`src/rtl/ppu_pkg.sv`:
```
// Shared PPU types: background pixel format, Mode 7 line FSM states and
// the screen-over actions selected by m7sel[7:6].
package ppu_pkg;

  typedef struct packed {
    logic [7:0] color;
    logic       prio;
  } bg_pixel_type;

  typedef enum logic [1:0] {
    M7_IDLE,
    M7_SETUP0,
    M7_SETUP1,
    M7_RUN
  } m7_state_t;

  // Out-of-range handling; 2'b01 behaves like wrap.
  localparam logic [1:0] M7_OVER_WRAP   = 2'b00;
  localparam logic [1:0] M7_OVER_TRANSP = 2'b10;
  localparam logic [1:0] M7_OVER_TILE0  = 2'b11;

endpackage

```
`src/rtl/m7_coord_acc.sv`:
```
// One Mode 7 coordinate accumulator (used once for X, once for Y).
// Loads the line start value from the two shared products plus the rotation
// origin (and the x-flip pre-advance), then steps by +/-delta per pixel.
// Exposes the 10-bit integer coordinate and an out-of-range flag.
module m7_coord_acc
  import ppu_pkg::*;
#(
  parameter int COORD_W = 13,
  parameter int MAT_W   = 16,
  parameter int FRAC_W  = 8,
  parameter int ACC_W   = 24,
  parameter int LINE_W  = 256,
  parameter int PROD_W  = MAT_W + COORD_W + 1
) (
  input  logic                      clk,
  input  logic                      en,
  input  logic                      load,
  input  logic                      step,
  input  logic                      flip,
  input  logic signed [PROD_W-1:0]  prod_a,
  input  logic signed [PROD_W-1:0]  prod_b,
  input  logic signed [COORD_W-1:0] orig,
  input  logic signed [MAT_W-1:0]   delta,
  output logic [9:0]                ipart,
  output logic                      oob
);

  logic signed [ACC_W-1:0] acc_p0;
  logic signed [ACC_W-1:0] delta_sx;
  logic signed [ACC_W-1:0] orig_sx;
  logic signed [ACC_W-1:0] pre_adv;
  logic signed [ACC_W-1:0] load_val;
  logic signed [ACC_W-1:0] step_val;

  assign delta_sx = ACC_W'(delta);
  assign orig_sx  = ACC_W'(orig);
  // Flipped lines start at the right edge and walk back towards x=0.
  assign pre_adv  = flip ? ACC_W'(delta_sx * ACC_W'(LINE_W - 1)) : '0;
  // Truncating each product before the add gives the same wrapped sum.
  assign load_val = ACC_W'(prod_a) + ACC_W'(prod_b) + (orig_sx <<< FRAC_W) + pre_adv;
  assign step_val = flip ? -delta_sx : delta_sx;

  // Accumulator: line-start load, then one step per pixel; no reset needed.
  always_ff @(posedge clk) begin
    if (en) begin
      if (load) begin
        acc_p0 <= load_val;
      end else if (step) begin
        acc_p0 <= acc_p0 + step_val;
      end
    end
  end

  assign ipart = acc_p0[FRAC_W+9:FRAC_W];
  assign oob   = |acc_p0[ACC_W-1:FRAC_W+10];

endmodule

```
`src/rtl/bg7_line_renderer.sv`:
```
// Mode 7 per-scanline BG renderer. Two setup cycles compute the line start
// coordinates through two shared multipliers, then each pixel spends one
// dot on the tilemap fetch (dot_ctr[0]=0) and one on the character fetch
// (dot_ctr[0]=1). VRAM data for an address registered on one dot_en edge is
// valid during the following dot, so the pixel is formatted one dot later.
module bg7_line_renderer
  import ppu_pkg::*;
#(
  parameter int COORD_W = 13,
  parameter int MAT_W   = 16,
  parameter int FRAC_W  = 8,
  parameter int ACC_W   = 24,
  parameter int LINE_W  = 256
) (
  input  logic                      clk,
  input  logic                      reset,
  input  logic                      dot_en,
  input  logic [2:0]                dot_ctr,
  input  logic                      line_start,
  input  logic [7:0]                y,
  input  logic [7:0]                m7sel,
  input  logic                      extbg,
  input  logic signed [MAT_W-1:0]   m7_a,
  input  logic signed [MAT_W-1:0]   m7_b,
  input  logic signed [MAT_W-1:0]   m7_c,
  input  logic signed [MAT_W-1:0]   m7_d,
  input  logic signed [COORD_W-1:0] m7_xofs,
  input  logic signed [COORD_W-1:0] m7_yofs,
  input  logic signed [COORD_W-1:0] m7_xorig,
  input  logic signed [COORD_W-1:0] m7_yorig,
  output logic [14:0]               vram_l_addr,
  output logic [14:0]               vram_h_addr,
  input  logic [7:0]                vram_rdata_l,
  input  logic [7:0]                vram_rdata_h,
  output bg_pixel_type              pixel,
  output logic                      pixel_valid,
  output logic [7:0]                pixel_x,
  output logic                      busy
);

  localparam int DIF_W  = COORD_W + 1;
  localparam int PROD_W = MAT_W + COORD_W + 1;
  localparam logic [7:0] LAST_X = 8'(LINE_W - 1);

  m7_state_t               state;
  logic [7:0]              y_p0;
  logic [7:0]              px_cnt;
  logic                    fetched_p0;
  logic                    vld_p1;
  logic                    transp_p1;
  logic [7:0]              x_p1;
  logic [7:0]              yy;
  logic signed [DIF_W-1:0] dx;
  logic signed [DIF_W-1:0] dy;
  logic signed [MAT_W-1:0] mul_x;
  logic signed [MAT_W-1:0] mul_y;
  logic signed [PROD_W-1:0] prod_dx;
  logic signed [PROD_W-1:0] prod_dy;
  logic [9:0]              ix;
  logic [9:0]              iy;
  logic                    oob_x;
  logic                    oob_y;
  logic [1:0]              over_mode;
  logic [7:0]              tile;
  logic                    step_en;
  logic                    unused_ctl;

  // Only the fetch phase bit and the flip/over fields steer this block.
  assign unused_ctl = ^{dot_ctr[2:1], m7sel[5:2]};

  function automatic bg_pixel_type fmt_pixel(input logic [7:0] raw, input logic ext,
                                             input logic transp);
    bg_pixel_type p;
    p = '0;
    if (!transp) begin
      if (ext) begin
        p.color = {1'b0, raw[6:0]};
        p.prio  = raw[7];
      end else begin
        p.color = raw;
        p.prio  = 1'b0;
      end
    end
    return p;
  endfunction

  assign yy = m7sel[1] ? ~y_p0 : y_p0;
  assign dx = DIF_W'(m7_xofs) - DIF_W'(m7_xorig);
  assign dy = $signed(DIF_W'(yy)) + DIF_W'(m7_yofs) - DIF_W'(m7_yorig);

  // Shared multipliers: A/B feed the X setup, C/D the Y setup.
  assign mul_x   = (state == M7_SETUP0) ? m7_a : m7_c;
  assign mul_y   = (state == M7_SETUP0) ? m7_b : m7_d;
  assign prod_dx = PROD_W'(mul_x) * PROD_W'(dx);
  assign prod_dy = PROD_W'(mul_y) * PROD_W'(dy);

  assign step_en = (state == M7_RUN) && dot_ctr[0] && fetched_p0;

  m7_coord_acc #(
    .COORD_W(COORD_W), .MAT_W(MAT_W), .FRAC_W(FRAC_W), .ACC_W(ACC_W), .LINE_W(LINE_W)
  ) u_acc_x (
    .clk(clk), .en(dot_en), .load(state == M7_SETUP0), .step(step_en), .flip(m7sel[0]),
    .prod_a(prod_dx), .prod_b(prod_dy), .orig(m7_xorig), .delta(m7_a),
    .ipart(ix), .oob(oob_x)
  );

  m7_coord_acc #(
    .COORD_W(COORD_W), .MAT_W(MAT_W), .FRAC_W(FRAC_W), .ACC_W(ACC_W), .LINE_W(LINE_W)
  ) u_acc_y (
    .clk(clk), .en(dot_en), .load(state == M7_SETUP1), .step(step_en), .flip(m7sel[0]),
    .prod_a(prod_dx), .prod_b(prod_dy), .orig(m7_yorig), .delta(m7_c),
    .ipart(iy), .oob(oob_y)
  );

  // In-range pixels always wrap; out-of-range ones follow m7sel[7:6].
  assign over_mode = (oob_x || oob_y) ? m7sel[7:6] : M7_OVER_WRAP;
  assign tile      = (over_mode == M7_OVER_TILE0) ? 8'h00 : vram_rdata_l;

  // Line FSM, VRAM address issue and pixel output, all advancing on dot_en.
  always_ff @(posedge clk or posedge reset) begin
    if (reset) begin
      state       <= M7_IDLE;
      y_p0        <= '0;
      px_cnt      <= '0;
      fetched_p0  <= 1'b0;
      vld_p1      <= 1'b0;
      transp_p1   <= 1'b0;
      x_p1        <= '0;
      vram_l_addr <= '0;
      vram_h_addr <= '0;
      pixel       <= '0;
      pixel_valid <= 1'b0;
      pixel_x     <= '0;
      busy        <= 1'b0;
    end else if (dot_en) begin
      // p1 -> output: format the character byte; an abort drops it
      pixel_valid <= 1'b0;
      vld_p1      <= 1'b0;
      if (vld_p1 && !line_start) begin
        pixel_valid <= 1'b1;
        pixel_x     <= x_p1;
        pixel       <= fmt_pixel(vram_rdata_h, extbg, transp_p1);
      end
      if (pixel_valid && (pixel_x == LAST_X)) begin
        busy <= 1'b0;
      end
      if (line_start) begin
        state      <= M7_SETUP0;
        y_p0       <= y;
        px_cnt     <= '0;
        fetched_p0 <= 1'b0;
        busy       <= 1'b1;
      end else begin
        case (state)
          M7_IDLE:   state <= M7_IDLE;
          M7_SETUP0: state <= M7_SETUP1;
          M7_SETUP1: state <= M7_RUN;
          M7_RUN: begin
            // p0: tilemap fetch
            if (!dot_ctr[0]) begin
              vram_l_addr <= {1'b0, iy[9:3], ix[9:3]};
              fetched_p0  <= 1'b1;
            // p0 -> p1: character fetch, then step to the next pixel
            end else if (fetched_p0) begin
              vram_h_addr <= {1'b0, tile, iy[2:0], ix[2:0]};
              fetched_p0  <= 1'b0;
              vld_p1      <= 1'b1;
              x_p1        <= px_cnt;
              transp_p1   <= (over_mode == M7_OVER_TRANSP);
              if (px_cnt == LAST_X) begin
                state <= M7_IDLE;
              end else begin
                px_cnt <= px_cnt + 8'd1;
              end
            end
          end
          default: state <= M7_IDLE;
        endcase
      end
    end
  end

endmodule

```
`config.mk`:
```
export PLATFORM = sky130hd
export DESIGN_NAME = bg7_line_renderer
export DESIGN_NICKNAME = d
export VERILOG_FILES = /design/src/rtl/ppu_pkg.sv /design/src/rtl/m7_coord_acc.sv /design/src/rtl/bg7_line_renderer.sv
export SDC_FILE = /design/constraint.sdc
export NUM_CORES = 2
export LEC_CHECK = 0
export BUFFER_PORTS_ARGS = -buffer_cell sky130_fd_sc_hd__buf_4
export CORE_UTILIZATION = 31
export DETAILED_ROUTE_END_ITERATION = 8
export SLEW_MARGIN = 25
export SYNTH_ARGS = -nofsm -noshare
export SYNTH_HDL_FRONTEND = slang
export SYNTH_SLANG_ARGS = --single-unit
```
`constraint.sdc`:
```
create_clock -name clk -period 17.9 [get_ports clk]
set_clock_uncertainty 0.15 [all_clocks]
set_input_delay 3.58 -clock clk [delete_from_list [all_inputs] [get_ports clk]]
set_output_delay 3.58 -clock clk [all_outputs]
set_load 0.005 [all_outputs]
```
==> summary.md <==
| Metric | Value |
|---|---|
| Die X | 331 microns |
| Die ar. | 110000 sq um |
| Number of global-route vias before repair | 26.1k |
| Hold Vio Cnt, Final | 0 |
| Outcome | complete, no violations |
| Syn-to-layout area delta | 11.3% |
| Count leader, synth | inv_1 |
| TritonCTS Sinks | 124 |
| Maxcap violations | 0 |
| CP most frequent cell | fa_1 |
| Max-slew violations | 0 |
| Initial antenna violation count | 3 |
| CTS tree | built |
| Post-CTS Setup Inserts | 0 |
| CP Launch Type | input pin |
| Congestion Overflow GR | 0 |
| Max Clk Rate | 0.0674 GHz |
| Post-Synthesis Cells | 3746 |
| # H-tree levels | 4 |
| ANT nets after route | 0 |
| Worst EP arrival | 15.00 ns |
| Core box area | 107000 sq um |
| WP data required | 18.07 ns |
| Row Count | 120 |
| Hold_sp | x_p1[5] |
| DP HPWL | 79.4 mm |
| CTS Buf Count | 17 |
| # diodes | 0 |
| Clk slew on worst S/H paths | 0.07 ns |
| Fin crit period | 14.84 ns |
| Setup crit end kind | flip-flop |
| Filler cells | 11.2k |
| RSZ-0062 raised after global routing | false |
| Buffers on Ports | 196 |
| Hold Crit Class | flip-flop to flip-flop |
| Routed WL | 91.4 mm |
| RD Place Congestion | 0.909 |
| Post-synth top cells | inv_1, fa_1, nand2_1 |
| Post-synth EDFFs | 48 |
| Hold buffers post-CTS | 0 |
| Share of layout cells above drive strength 1 | 0.0906 |
| Post-cts resize count | 0 |
| Main synth FF type | dfrtp_1 |
| # setup viols final | 0 |
| Syn_area_per_cell | 8.97 sq um |
| Largest net degree at the start of global routing | 68 |
| Seq/Total Area, Yosys | 0.0995 |
| Rel. slew slack | 0.305 |
| Async S/R FF share, synth | 0.613 |
| Worst slew pin tran | 1.04 ns |
| Via density | 4.74 |
| Setup TNS | 0 ns |
| Yosys top cell area share | 0.343 |
| Syn. warnings | 0 |
| Initial Util | 0.314 |
| Synth top area cells | fa_1, ha_1, inv_1, dfrtp_1, nand2_1 |
| Clock Path Buffers | 2 |
| Yosys cell types | 77 |
| Iteration-0 DRC Markers | 1463 |
| Class of the most critical setup path | input pin to flip-flop |
| Cell taking the most area after synthesis | fa_1 |
| Global Route Usage Sum | 0.171 |
| First-pass GRT wire length | 146 mm |
| Count of state elements after synthesis | 124 |
| Ports | 205 |
| Die H | 331 microns |
| Root buffer cell | clkbuf_16 |
| Final net count | 5032 |
| Final period util | 0.829 |
| Via Count | 25.2k |
| Synthesized cell area | 33600 sq um |
| Worst-path fanout max | 8 |
| Wire per inst | 17.2 microns |
| Crit path launch | m7sel[1] |
| Slowest CP cell | fa_1 |
| DR DRC count | 0 |
| 1st-pass router iterations | 6 |
| Critical path's largest stage delay | 0.53 ns |
| RR Startpoint | state[1] |
| Clk_lat worst skew | 0.47 ns |
[layout make-up]
cell class | instances | area (sq um) | share of cell area
Clock buffer | 19 | 453 | 0.0121
Clock inverter | 13 | 150 | 0.00401
Inverter | 830 | 3120 | 0.0833
Multi-Input combinational cell | 2706 | 26900 | 0.719
Sequential cell | 124 | 3340 | 0.0894
Tap cell | 1403 | 1760 | 0.0469
Timing Repair Buffer | 226 | 1700 | 0.0453
[per-stage QoR]
| step | setup WS (ns) | utilization | instance area (sq um) | hold WS [ns] | std cells |
|---|---|---|---|---|---|
| final | 3.06 | 0.349 | 37400 | 0.322 | 5321 |
| after global routing | 2.30 | 0.349 | 37400 | 0.339 | 5321 |
| after CTS | 3.10 | 0.349 | 37400 | 0.329 | 5321 |
| after detailed placement | 2.65 | 0.343 | 36800 | 0.313 | 5289 |
| after global placement | 2.70 | 0.343 | 36800 | 0.310 | 5289 |
| after floorplan | 3.61 | - | 33600 | 0.292 | 3747 |
[sequential cells by signal, indices dropped and copies added, names as in the netlist, 2 cells and up]
register        flops
y_p0                8
vram_l_addr        14
vram_h_addr        14
pixel               9
state               2
x_p1                8
pixel_x             8
px_cnt              8
u_acc_x.acc_p0     24
u_acc_y.acc_p0     24
[routing by layer]
layer	global-route usage	vias up	routed length, microns
li1	-	12000	-
met1	0.220	12500	39000
met3	0.0226	112	4730
met2	0.292	603	44200
met5	0	-	28
met4	0.0611	4	3470
[placed cells by master, fill, tap and decap left out, types with 8 or more instances in the layout]
| master | instances |
|---|---|
| a211oi_1 | 11 |
| o21ai_2 | 8 |
| nor2b_1 | 39 |
| nand4_1 | 10 |
| a21oi_1 | 122 |
| nor2_1 | 153 |
| mux2_2 | 51 |
| nand2_1 | 484 |
| xor2_1 | 71 |
| o21ai_0 | 106 |
| nand2b_1 | 48 |
| o211ai_1 | 8 |
| o21bai_1 | 33 |
| nand3b_1 | 12 |
| or2_2 | 9 |
| dfrtp_1 | 76 |
| buf_4 | 226 |
| xnor2_1 | 165 |
| fa_1 | 576 |
| or3_1 | 12 |
| nand3_1 | 33 |
| a21o_1 | 38 |
| ha_1 | 394 |
| and2_1 | 62 |
| a31o_2 | 9 |
| a31oi_1 | 29 |
| nor3_1 | 33 |
| and3_1 | 22 |
| edfxtp_1 | 48 |
| o21a_1 | 28 |
| inv_1 | 828 |
| a22o_1 | 9 |
| mux2i_1 | 24 |
| clkbuf_16 | 17 |
| o31ai_1 | 8 |
[logic make-up (layout without fill, tap and decap cells)]
logic type / after synthesis / count (layout) / share of synthesized area
AO/OA/AOI/OAI: 466 / 466 / 0.0882
XOR/XNOR: 246 / 246 / 0.0666
adder cells (fa/ha/maj): 971 / 971 / 0.490
buffers and inverters: 917 / 1088 / 0.103
flip-flops: 124 / 124 / 0.0995
multiplexers: 76 / 76 / 0.0247
other: 1 / 2 / 0.000112
AND/OR/NAND/NOR: 945 / 945 / 0.128
[worst paths after layout]
path	end	depth (start not counted)	slack, ns
max	u_acc_y.acc_p0[23]	40	3.06
min	x_p1[5]	2	0.32
min reg2reg	x_p1[5]	2	0.32
max reg2reg	u_acc_x.acc_p0[23]	40	5.96
min in group asynchronous	y_p0[7]	2	2.89
max in group asynchronous	vram_l_addr[8]	3	13.54
[worst max-delay path, delay by kind of cell]
kind	cells	cell delay [ns]
XOR/XNOR	4	1.57
multiplexers	1	0.14
buffers and inverters	6	0.64
AO/OA/AOI/OAI	12	2.64
AND/OR/NAND/NOR	4	0.88
adder cells (fa/ha/maj)	13	5.53
Power is left out: the tool's default activity adds up to more than one toggle a clock period on the data nets, which glitch-free logic cannot reach.
